File: src/rtl/ds3502_wiper_ctrl_if.sv
// Bundle of set-point and register-writer signals for ds3502_wiper_ctrl.
//
// Handshakes:
//   set-point side: a set-point is taken on any clock edge where
//     set_valid && set_ready. set_ready stays high once initialisation is
//     done, so set_valid may be a single-cycle strobe. Values are not queued;
//     the latest accepted value replaces any earlier one.
//   writer side: wr_load is a one-cycle request. wr_addr/wr_data are stable
//     from the wr_load cycle until the writer has raised and then dropped
//     wr_busy. A request is only issued while wr_busy is low.
interface ds3502_wiper_ctrl_if;
  logic       set_valid;
  logic [7:0] set_wiper;
  logic       set_ready;
  logic [6:0] cur_wiper;
  logic       init_done;
  logic       err;
  logic       wr_load;
  logic [7:0] wr_addr;
  logic [7:0] wr_data;
  logic       wr_busy;

  // System/writer side: drives set-points and writer busy.
  modport master (
    output set_valid, set_wiper, wr_busy,
    input  set_ready, cur_wiper, init_done, err, wr_load, wr_addr, wr_data
  );

  // Controller side.
  modport slave (
    input  set_valid, set_wiper, wr_busy,
    output set_ready, cur_wiper, init_done, err, wr_load, wr_addr, wr_data
  );
endinterface

File: src/rtl/ds3502_wiper_ctrl.sv
// ds3502_wiper_ctrl: sequences DS3502 register writes through the I2C
// register writer. Writes CR then the initial wiper after reset, then turns
// set-points into wiper writes with timeout/retry and a sticky error flag.
// Optional feature macro: DS3502_RAMP_EN limits each wiper write to RAMP_STEP
// and spaces writes by RAMP_GAP idle cycles.
// dbg_state exposes the FSM state for checkers.
module ds3502_wiper_ctrl #(
  parameter logic [7:0]  CR_VALUE    = 8'h80,
  parameter logic [6:0]  INIT_WIPER  = 7'd64,
  parameter logic [15:0] TIMEOUT_CYC = 16'd64,
`ifdef DS3502_RAMP_EN
  parameter logic [6:0]  RAMP_STEP   = 7'd4,
  parameter logic [15:0] RAMP_GAP    = 16'd5000,
`endif
  parameter logic [1:0]  MAX_RETRY   = 2'd3
) (
  input  logic                 clk,
  input  logic                 rst,
  ds3502_wiper_ctrl_if.slave   bus,
  output logic [2:0]           dbg_state
);

  localparam logic [7:0] ADDR_WR = 8'h00;
  localparam logic [7:0] ADDR_CR = 8'h02;

  typedef enum logic [2:0] {
    S_BOOT  = 3'd0,
    S_ISSUE = 3'd1,
    S_ACK   = 3'd2,
    S_DONE  = 3'd3,
    S_IDLE  = 3'd4,
    S_GAP   = 3'd5
  } state_t;

  // Which write the FSM is currently working on.
  typedef enum logic [1:0] {
    PH_CR   = 2'd0,
    PH_INIT = 2'd1,
    PH_RUN  = 2'd2
  } phase_t;

  state_t      state;
  phase_t      phase;
  logic        wr_load_q;
  logic [7:0]  wr_addr_q;
  logic [7:0]  wr_data_q;
  logic        init_done_q;
  logic        err_q;
  logic [6:0]  cur_wiper_q;
  logic [6:0]  target;
  logic [1:0]  retry;
  logic [15:0] timer;
  logic [6:0]  set_clamped;
  logic [6:0]  next_wiper;

  // Requested values above 127 saturate to full scale.
  assign set_clamped = bus.set_wiper[7] ? 7'd127 : bus.set_wiper[6:0];

`ifdef DS3502_RAMP_EN
  // Next wiper value: step toward target by at most RAMP_STEP, never past it.
  always_comb begin
    next_wiper = target;
    if (target > cur_wiper_q) begin
      if ((target - cur_wiper_q) > RAMP_STEP) next_wiper = cur_wiper_q + RAMP_STEP;
    end else if (target < cur_wiper_q) begin
      if ((cur_wiper_q - target) > RAMP_STEP) next_wiper = cur_wiper_q - RAMP_STEP;
    end
  end
`else
  // Without ramping the target is written in a single step.
  always_comb begin
    next_wiper = target;
  end
`endif

  // Main sequencer: boot writes, set-point writes, timeout/retry, error flag.
  always_ff @(posedge clk) begin
    if (!rst) begin
      state       <= S_BOOT;
      phase       <= PH_CR;
      wr_load_q   <= 1'b0;
      wr_addr_q   <= 8'h00;
      wr_data_q   <= 8'h00;
      init_done_q <= 1'b0;
      err_q       <= 1'b0;
      cur_wiper_q <= INIT_WIPER;
      target      <= INIT_WIPER;
      retry       <= 2'd0;
      timer       <= 16'd0;
    end else begin
      case (state)
        S_BOOT: begin
          if (!bus.wr_busy) begin
            wr_addr_q <= ADDR_CR;
            wr_data_q <= CR_VALUE;
            wr_load_q <= 1'b1;
            phase     <= PH_CR;
            state     <= S_ISSUE;
          end
        end

        // wr_load is high for exactly the cycle spent in this state.
        S_ISSUE: begin
          wr_load_q <= 1'b0;
          timer     <= 16'd0;
          state     <= S_ACK;
        end

        S_ACK: begin
          timer <= timer + 16'd1;
          if (bus.wr_busy) begin
            state <= S_DONE;
          end else if (timer == TIMEOUT_CYC) begin
            if (retry < MAX_RETRY) begin
              retry     <= retry + 2'd1;
              wr_load_q <= 1'b1;
              state     <= S_ISSUE;
            end else begin
              // Give up on this write; the sequence carries on regardless.
              err_q  <= 1'b1;
              retry  <= 2'd0;
              target <= cur_wiper_q;
              case (phase)
                PH_CR: begin
                  wr_addr_q <= ADDR_WR;
                  wr_data_q <= {1'b0, INIT_WIPER};
                  wr_load_q <= 1'b1;
                  phase     <= PH_INIT;
                  state     <= S_ISSUE;
                end
                PH_INIT: begin
                  init_done_q <= 1'b1;
                  phase       <= PH_RUN;
                  state       <= S_IDLE;
                end
                default: state <= S_IDLE;
              endcase
            end
          end
        end

        S_DONE: begin
          if (!bus.wr_busy) begin
            retry <= 2'd0;
            if (wr_addr_q == ADDR_WR) cur_wiper_q <= wr_data_q[6:0];
            case (phase)
              PH_CR: begin
                wr_addr_q <= ADDR_WR;
                wr_data_q <= {1'b0, INIT_WIPER};
                wr_load_q <= 1'b1;
                phase     <= PH_INIT;
                state     <= S_ISSUE;
              end
              PH_INIT: begin
                init_done_q <= 1'b1;
                phase       <= PH_RUN;
                state       <= S_IDLE;
              end
              default: begin
`ifdef DS3502_RAMP_EN
                timer <= 16'd0;
                state <= S_GAP;
`else
                state <= S_IDLE;
`endif
              end
            endcase
          end
        end

        S_IDLE: begin
          if ((target != cur_wiper_q) && !bus.wr_busy) begin
            wr_addr_q <= ADDR_WR;
            wr_data_q <= {1'b0, next_wiper};
            wr_load_q <= 1'b1;
            state     <= S_ISSUE;
          end
        end

`ifdef DS3502_RAMP_EN
        // Hold off between ramp steps.
        S_GAP: begin
          if (timer >= RAMP_GAP - 16'd1) begin
            state <= S_IDLE;
          end else begin
            timer <= timer + 16'd1;
          end
        end
`endif

        default: state <= S_BOOT;
      endcase

      // Accepted set-points override anything above, including a dropped write.
      if (bus.set_valid && init_done_q) target <= set_clamped;
    end
  end

  assign bus.set_ready = init_done_q;
  assign bus.cur_wiper = cur_wiper_q;
  assign bus.init_done = init_done_q;
  assign bus.err       = err_q;
  assign bus.wr_load   = wr_load_q;
  assign bus.wr_addr   = wr_addr_q;
  assign bus.wr_data   = wr_data_q;
  assign dbg_state     = state;

endmodule

File: src/flat_wrapper.sv
// flat-port wrapper written by rule: the top's interface ports become plain ports
module ds3502_wiper_ctrl_flat 
#(
  parameter logic [7:0]  CR_VALUE    = 8'h80,
  parameter logic [6:0]  INIT_WIPER  = 7'd64,
  parameter logic [15:0] TIMEOUT_CYC = 16'd64,

  parameter logic [1:0]  MAX_RETRY   = 2'd3
)
  (clk, rst, dbg_state, bus_set_valid, bus_set_wiper, bus_wr_busy, bus_set_ready, bus_cur_wiper, bus_init_done, bus_err, bus_wr_load, bus_wr_addr, bus_wr_data);
  ds3502_wiper_ctrl_if bus_i ();
  input  logic clk;
  input  logic rst;
  output logic [2:0] dbg_state;
  input wire logic [$bits(bus_i.set_valid)-1:0] bus_set_valid;
  input wire logic [$bits(bus_i.set_wiper)-1:0] bus_set_wiper;
  input wire logic [$bits(bus_i.wr_busy)-1:0] bus_wr_busy;
  output wire logic [$bits(bus_i.set_ready)-1:0] bus_set_ready;
  output wire logic [$bits(bus_i.cur_wiper)-1:0] bus_cur_wiper;
  output wire logic [$bits(bus_i.init_done)-1:0] bus_init_done;
  output wire logic [$bits(bus_i.err)-1:0] bus_err;
  output wire logic [$bits(bus_i.wr_load)-1:0] bus_wr_load;
  output wire logic [$bits(bus_i.wr_addr)-1:0] bus_wr_addr;
  output wire logic [$bits(bus_i.wr_data)-1:0] bus_wr_data;
  assign bus_i.set_valid = bus_set_valid;
  assign bus_i.set_wiper = bus_set_wiper;
  assign bus_i.wr_busy = bus_wr_busy;
  assign bus_set_ready = bus_i.set_ready;
  assign bus_cur_wiper = bus_i.cur_wiper;
  assign bus_init_done = bus_i.init_done;
  assign bus_err = bus_i.err;
  assign bus_wr_load = bus_i.wr_load;
  assign bus_wr_addr = bus_i.wr_addr;
  assign bus_wr_data = bus_i.wr_data;
  ds3502_wiper_ctrl #(.CR_VALUE(CR_VALUE), .INIT_WIPER(INIT_WIPER), .TIMEOUT_CYC(TIMEOUT_CYC), .MAX_RETRY(MAX_RETRY)) u_core (.clk(clk), .rst(rst), .bus(bus_i), .dbg_state(dbg_state));
endmodule
File: config.mk
export PLATFORM = sky130hd
export DESIGN_NAME = ds3502_wiper_ctrl_flat
export DESIGN_NICKNAME = d
export VERILOG_FILES = /design/src/rtl/ds3502_wiper_ctrl_if.sv /design/src/rtl/ds3502_wiper_ctrl.sv /design/src/flat_wrapper.sv
export SDC_FILE = /design/constraint.sdc
export NUM_CORES = 1
export LEC_CHECK = 0
export ABC_AREA = 1
export ABC_CLOCK_PERIOD_IN_PS = 3400
export CAP_MARGIN = 5
export CORE_MARGIN = 3
export CORE_UTILIZATION = 55
export CTS_CLUSTER_SIZE = 8
export DETAILED_ROUTE_END_ITERATION = 6
export PLACE_DENSITY = 0.9
export SETUP_SLACK_MARGIN = 0.3
export SLEW_MARGIN = 20
export SYNTH_ARGS = -nofsm -noshare
export SYNTH_HDL_FRONTEND = slang
export SYNTH_SLANG_ARGS = --single-unit
File: constraint.sdc
create_clock -name clk -period 3.4 [get_ports clk]
set_clock_uncertainty 0.15 [all_clocks]
set_input_delay 0.34 -clock clk [delete_from_list [all_inputs] [get_ports clk]]
set_output_delay 0.34 -clock clk [all_outputs]
set_load 0.03 [all_outputs]
# == Word level (Yosys, flattened, before mapping) ==
# Index checks and enable logic that the tools add are counted.
# word_totals
reg_bits,56
latchBits,0
ram_bits,0
romBits,0
inputBits,12
out_inout_bits,30
word_cells,110
n_memories,0
# op_classes
add_sub_neg,2
multipliers,0
div_mod_pow,0
order_cmp,1
n_eq_ne,16
shifts,0
n_mux,56
bitwise_logic,2
reduce_logical,22
# op_table
cell,count
$mux W8,14
$pmux W8 S4,2
$mux W7,6
$pmux W16 S2,1
$mux W3,7
$add A16 B1 Y16 const B,1
$eq A16 B7 Y1 const B,1
$mux W2,8
$reduce_and A4 Y1,4
$pmux W3 S5,1
$mux W1,12
$reduce_and A6 Y1,2
$ne A2 B2 Y1 const B,5
$logic_not A8 Y1,1
$pmux W2 S2,2
$reduce_bool A2 Y1,4
$ne A7 B7 Y1,1
$reduce_and A7 Y1,1
$eq A3 B2 Y1 const B,2
$ne A2 B1 Y1 const B,3
$pmux W2 S3,1
$pmux W1 S5,1
$reduce_and A5 Y1,1
$reduce_bool A5 Y1,1
other kinds (15),17

# == Longest topological paths before layout ==
# Gate-level depths: netlist (run 1).
# depth
word_depth,6
ltp_mapped,12
mapped_depth_nobuf,12

# == Least setup slack after synthesis (run 1) ==
# No wires, ideal clock.
# synth_path
path_kind,register to register
startpoint,"register u_core.init_done_q, in the netlist u_core.bus.init_done"
endpoint,"register u_core.target[0], in the netlist u_core.next_wiper[0]"
setup_ns,0.113
arrival_ns,1.704
required_ns,3.137
setup_slack_ns,1.433
stages_incl_launch_ff,10
path_buffers,2
synth_period_minus_slack_ns,1.967
path_cell_list,dfxtp_1 > nand2_1 > inv_2 > clkbuf_1 > nor2_1 > nor3_4 > buf_4 > nand3_1 > nand2_1 > nor2_1
# synth_between
elab_chain_len,3
elab_cells_between_ends,7
classes_between,eq/ne: 2; mux: 1; reduce/logical: 4
# synth_rtl
item,line,text
start: declaration,ds3502_wiper_ctrl.sv:47,logic init_done_q;
start signal: assignment,ds3502_wiper_ctrl.sv:84,init_done_q <= 1'b0;
start signal: assignment,ds3502_wiper_ctrl.sv:132,init_done_q <= 1'b1;
start signal: assignment,ds3502_wiper_ctrl.sv:155,init_done_q <= 1'b1;
$logic_and A1 B1 Y1 (*),ds3502_wiper_ctrl.sv:195,if (bus.set_valid && init_done_q) target <= set_clamped;
$ne A2 B2 Y1 (no source line) (tied with other cells),--,
$reduce_and A4 Y1 (no source line),--,
end signal: assignment,ds3502_wiper_ctrl.sv:122,target <= cur_wiper_q;
end signal: assignment,ds3502_wiper_ctrl.sv:195,
end: declaration,ds3502_wiper_ctrl.sv:50,logic [6:0] target;
# Mark *: on every way between the ends. The rest lies on a longest branch, timed or not.
# A chain may end at the register's enable or synchronous reset.

# == Worst setup path in the final report (run 1) ==
# layout_path
startpoint,"register u_core.state[1], in the netlist u_core.dbg_state[1]"
endpoint,"register u_core.target[4], in the netlist u_core.next_wiper[4]"
# layout_between
elab_chain_len,3
# layout_rtl
item,line,text
start: declaration,ds3502_wiper_ctrl.sv:42,state_t state;
start signal: assignment,ds3502_wiper_ctrl.sv:79,state <= S_BOOT;
start signal: assignment,ds3502_wiper_ctrl.sv:98,state <= S_ISSUE;
start signal: assignment,ds3502_wiper_ctrl.sv:106,state <= S_ACK;
$eq A3 B2 Y1,ds3502_wiper_ctrl.sv:91,case (state)
$reduce_bool A2 Y1 (no source line),--,
$reduce_and A4 Y1 (no source line),--,
# No other way between the ends.

==> impl_metrics.yaml, run 1 <==
routing:
  drt_iter0_markers: 220
  vias: 2642
  drcViolationCount: 0
  routed_via_density: 5.57
  routedWlPerCell_um: 13.2
  wirelength_mm: 6.23
  firstDrtPassIters: 5
  ant_nets: 0
setup_path:
  path_cells: "inv_2, nor2_4, inv_2, nor2_4, a21oi_2, nor3_4, nand3_1, nand2_1, nor2_1"
  cp.arrival_ns: 2.30
  required_ns: 3.46
  cp_slowest_cell: "nor3_4"
  cp-start-kind: "flop"
  worst_path_largest_cell_delay_ns: 0.48
  crit_buf_inv: 2
  crit_path_start: "u_core.dbg_state[1]$_SDFFE_PN0P_"
  critical-path-top-delay-family: "simple AND/OR/NAND/NOR gates"
  crit_fanout: 16
  setup.worst_path.end_class: "flop"
  timing.rr.start: "u_core.dbg_state[1]$_SDFFE_PN0P_"
  worstSetupPathType: "reg2reg"
finish:
  fin_cells: 474
  fillers: 391
  antenna_cells: 0
  nets: 438
  drive_above_1_share_pct: 5.21
  area_growth_pct: 16.9
logic_synthesis:
  synth_warnings: 0
  ys_seq_area_share_pct: 37.6
  yosys.cell_types.count: 34
  synth_top_area_share_pct: 37.6
  synth_top_area_cell: "dfxtp_1"
  syn_inst: 392
  synthesis.area_um2: 2560
  avgSynthCellArea_um2: 6.53
  synth.area.top_cells: "dfxtp_1 (38%), nand2_1 (15%), nor2_1 (8.8%), a21oi_1 (6.7%), inv_1 (5.3%)"
  synth-seq-cells: 48
floorplan:
  initial_utilization_pct: 58.0
  io_pins: 42
  core.rowCount: 24
  die_h_um: 74.2
  dieArea_um2: 5510
  die_width_um: 74.2
  core_um2: 4410
global_route:
  first_global_vias: 2389
  grt_use_total_pct: 23.6
  grt_start_max_net_pins: 29
  grt_overflow_total: 0
  grt_pass1_wl_mm: 10.3
  antenna_found_initial: 0
clock_tree:
  root_buffer: "clkbuf_8"
  cts_buffer_depth: 2
  clk_pin_slew_ns: 0.09
  post_cts_resized: 0
  htree_levels: 2
  cts_tree: "yes"
  cts.sinks: 48
  cts_setup_buffers: 0
  worstSkewPairLatency_ns: 0.30
  ctsHoldBuffers: 0
  numCtsBuffers: 5
timing:
  final_hold_viol_count: 0
  max_slew_margin_pct: 51.0
  fin_crit_ns: 2.24
  fin_tns_setup_ns: 0
  drv_slew: 0
  fin_crit_sh_pct: 66.0
  rsz0062_at_grt: "no"
  fmax_ghz: 0.446
  setup_viol: 0
  worst_pin_slew_ns: 0.733
worst_hold_path:
  hold_path.class: "reg2reg"
  hold_start: "u_core.retry[1]$_SDFFE_PN0P_"
placed_design:
  post-dp-hpwl_mm: 4.40
  io_buffers: 34
  dp_cells: 468
  gp_routability_congestion: 0.880
flow_run:
  maxCapViolCount: 0
pwr:
  leakagePower_nw: 1.19
  ir_drop_mv: 0.288
  pwr_density_cell_nw_per_um2: 590
run_status:
  outcome: "finished, final reports clean"
==> layout by cell type (no fill, tap or decap), types with 3 or more instances in the layout <==
cell,Yosys,layout
o21ai_0,21,21
nand3_1,24,24
o21ai_1,6,6
dfxtp_1,48,48
xnor2_1,3,3
a21oi_1,34,34
clkbuf_8,0,5
inv_1,36,36
nand4_1,3,3
nor3_1,8,8
inv_2,8,8
nand2_1,100,100
clkdlybuf4s50_1,0,34
ha_1,3,3
conb_1,1,7
nor2_1,60,60
==> kinds of logic (layout without fill, tap and decap cells) <==
logic type | after synthesis | in the layout | share of synthesized area [%]
flops | 48 | 48 | 37.6
other cells | 1 | 7 | 0.147
compound gates | 73 | 73 | 15.6
fa+ha+maj | 3 | 3 | 1.47
xor+xnor | 4 | 4 | 1.37
simple gates | 202 | 202 | 33.4
buf+inv | 61 | 85 | 10.5
==> synth_stat cells (all sizes together) <==
master	number
ha	3
nand3	24
o31ai	1
dfxtp	48
nor2	63
a22oi	1
inv	44
nand2	101
xnor2	3
conb	1
a221oi	1
buf	13
xor2	1
a21boi	1
o21a	1
o211a	1
and3	1
a211oi	2
o211ai	2
clkbuf	4
nor3	10
o21bai	1
nand4	3
o21ai	27
a21oi	35
==> area by class of cell <==
class / instances / area (µm²) / area share (%)
tap: 52 / 65.1 / 2.18
clock buffer: 5 / 68.8 / 2.30
timing repair buffer: 35 / 348 / 11.6
multi-input combinational: 289 / 1350 / 45.2
clock inverter: 1 / 30.0 / 1.00
inverter: 44 / 165 / 5.52
sequential: 48 / 961 / 32.1
==> final timing paths <==
check | end | slack, ns | depth (start not counted)
setup / recovery | u_core.next_wiper[4]$_SDFFE_PN0P_ | 1.16 | 9
setup reg to reg | u_core.next_wiper[4]$_SDFFE_PN0P_ | 1.16 | 9
hold / removal | u_core.retry[1]$_SDFFE_PN0P_ | 0.33 | 2
hold reg to reg | u_core.retry[1]$_SDFFE_PN0P_ | 0.33 | 2
==> metrics by stage <==
stage          power, mW  utilization, %  hold WS, ns  setup WS [ns]  cell area, µm²
6_report            1.76            67.7        0.331           1.16            2990
5_1_grt             1.87            67.7        0.357          0.952            2990
4_1_cts             1.76            67.7        0.338           1.20            2990
3_5_place_dp        1.36            65.5        0.322           1.06            2890
3_3_place_gp        1.35            65.5        0.308           1.17            2890
2_1_floorplan       1.17               -        0.297           1.43            2580
==> worst register-to-register path, delay by kind of cell, from the launching register on <==
family | cells | cell delay, ns
AND/OR/NAND/NOR | 6 | 1.27
flip-flops | 1 | 0.42
buffers and inverters | 2 | 0.19
AO/OA/AOI/OAI | 1 | 0.13
==> routing by layer <==
metal / vias to the layer above / GRT usage [%] / routed length [µm]
met5: - / 0 / 0
met4: 0 / 11.1 / 146
met3: 17 / 4.46 / 382
met2: 106 / 38.0 / 2930
met1: 1213 / 30.7 / 2780
li1: 1306 / - / -
==> sequential cells by signal, summed over array words and instances (netlist names) <==
register / flops
u_core.bus.cur_wiper: 7
u_core.bus.err: 1
u_core.bus.init_done: 1
u_core.bus.wr_addr: 1
u_core.bus.wr_data: 7
u_core.bus.wr_load: 1
u_core.dbg_state: 3
u_core.next_wiper: 7
u_core.phase: 2
u_core.retry: 2
u_core.timer: 16
==> where the power goes <==
group	total [mW]	internal (mW)	switching, mW
Clock	0.398	0.211	0.186
Combinational	0.694	0.224	0.470
Sequential	0.673	0.609	0.0643
Total	1.76	1.04	0.720
Note: power is estimated with default switching activity, not from simulation.
==> inputs of run 2 (changes only) <==
Settings changed: ABC_CLOCK_PERIOD_IN_PS 3400 to 2300, CORE_UTILIZATION 55 to 53, PLACE_DENSITY 0.9 to 0.87.
Clock period 3.4 ns to 2.3 ns, I/O delays scaled along.
==> run 2 against run 1 <==
Critical path depth fell by 8; worst setup slack got worse by 0.80 ns; register-to-register slack got worse by 0.76 ns; clock-buffer cell count rose by 2; hold slack improved by 0.0012 ns; total power rose by 49%; global-route usage barely moved; sequential cell count did not move; combinational power rose by 57%; routed wire length rose by 4.8%; via count fell by 0.53%; core utilization rose by 0.59 points.
==> impl_metrics.yaml, run 2 (synthesis results as in run 1) <==
timing:
  fmax_ghz: 0.515
  worst_pin_slew_ns: 0.561
  fin_tns_setup_ns: 0
  drv_slew: 0
  rsz0062_at_grt: "yes"
  whs_ns: 0.332
  setup_viol: 0
  fin_crit_ns: 1.94
  fin_crit_sh_pct: 84.4
  final_hold_viol_count: 0
  max_slew_margin_pct: 62.6
placed_design:
  gp_routability_congestion: 0.926
  post-dp-hpwl_mm: 4.50
  io_buffers: 34
run_status:
  outcome: "finished, final reports clean"
finish:
  antenna_cells: 0
  layout_common_cells: "nand2_1 (98), nor2_1 (57), dfxtp_1 (47)"
  nets: 447
  area_growth_pct: 20.3
  top_register: "u_core.timer"
  drive_above_1_share_pct: 9.26
  largest_reg_flops: 16
  final_common_cell: "nand2_1"
setup_path:
  required_ns: 1.92
  r2r_slack_ns: 0.40
  cp.arrival_ns: 1.56
  crit_buf_inv: 1
  critical-path-top-delay-family: "buffers and inverters"
  cp-start-kind: "flop"
  setup.worst_path.end_class: "output port"
  path_cells: "clkdlybuf4s50_1"
  crit_fanout: 7
  cp_slowest_cell: "clkdlybuf4s50_1"
  worst_path_largest_cell_delay_ns: 0.74
  worstSetupPathType: "reg2out"
clock_tree:
  cts_tree: "yes"
  numCtsBuffers: 5
  root_buffer: "clkbuf_8"
  cts_buffer_depth: 2
  clk_pin_slew_ns: 0.08
  cts.sinks: 48
  worstSkewPairLatency_ns: 0.31
  htree_levels: 2
global_route:
  grt_start_max_net_pins: 28
  grt_pass1_wl_mm: 10.5
  first_global_vias: 2365
  antenna_found_initial: 0
  grt_overflow_total: 0
  grt_use_total_pct: 23.6
routing:
  vias: 2628
  routedWlPerCell_um: 13.5
  wirelength_mm: 6.54
  firstDrtPassIters: 4
  ant_nets: 0
  drt_iter0_markers: 183
  drcViolationCount: 0
  routed_via_density: 5.43
floorplan:
  dieArea_um2: 5700
  die_h_um: 75.5
  initial_utilization_pct: 56.8
  core_um2: 4500
  die_width_um: 75.5
  io_pins: 42
  core.rowCount: 24
pwr:
  ir_drop_mv: 0.385
  pwr_density_cell_nw_per_um2: 857
  leakagePower_nw: 1.23
worst_hold_path:
  hold_path.class: "reg2reg"
flow_run:
  maxCapViolCount: 0
[run 2: cell count changes in the layout (fill, tap and decap cells not counted), sizes merged]
cell	delta
buf	+8
clkbuf	+2
bufinv	-1
nand2	+1
[run 2: power breakdown]
part | internal [mW] | switching (mW) | total [mW]
Combinational | 0.369 | 0.724 | 1.09
Clock | 0.268 | 0.276 | 0.545
Sequential | 0.902 | 0.0979 | 1.00
Total | 1.54 | 1.10 | 2.64
[run 2: per-stage QoR]
stage | power, mW | setup slack, ns | instances | area, µm² | utilization, %
floorplan | 1.73 | 0.333 | 398 | 2580 | -
global placement | 2.02 | 0.338 | 473 | 2930 | 65.0
detailed placement | 2.03 | 0.244 | 473 | 2930 | 65.0
CTS | 2.56 | 0.375 | 482 | 3040 | 67.5
global route | 2.79 | 0.238 | 484 | 3080 | 68.3
finish | 2.64 | 0.359 | 484 | 3080 | 68.3
[run 2: routing by layer]
metal	wire [µm]	track usage, %
met1	2960	32.2
met2	3170	39.1
met3	326	3.69
met4	83	6.21
met5	0	0
[run 2: final timing paths]
| kind | from | end | cells after the start |
|---|---|---|---|
| worst min-delay path | u_core.bus.wr_data[4]$_SDFFE_PN0P_ | u_core.bus.wr_data[4]$_SDFFE_PN0P_ | 2 |
| worst max register to register | u_core.timer[0]$_SDFFE_PN0P_ | u_core.dbg_state[1]$_SDFFE_PN0P_ | 11 |
| worst max-delay path | u_core.dbg_state[0]$_SDFFE_PN0P_ | dbg_state[0] | 1 |
| worst min register to register | u_core.bus.wr_data[4]$_SDFFE_PN0P_ | u_core.bus.wr_data[4]$_SDFFE_PN0P_ | 2 |
[run 2: area by class of cell]
type / count / area (µm²)
fillers: 388 / 1430
multi-input cells: 290 / 1380
flip-flops and latches: 48 / 962
inverters: 44 / 165
clock buffers: 7 / 96.3
repair buffers: 43 / 408
well taps: 52 / 65.1
[run 2: what timing repair did]
action / in CTS / in global routing
pin swaps: 1 / 1
gates resized for setup: 0 / 9
setup buffers: 2 / 1
hold buffers: 0 / 0
gates cloned: 0 / 1
setup endpoints to repair: 4 / 26
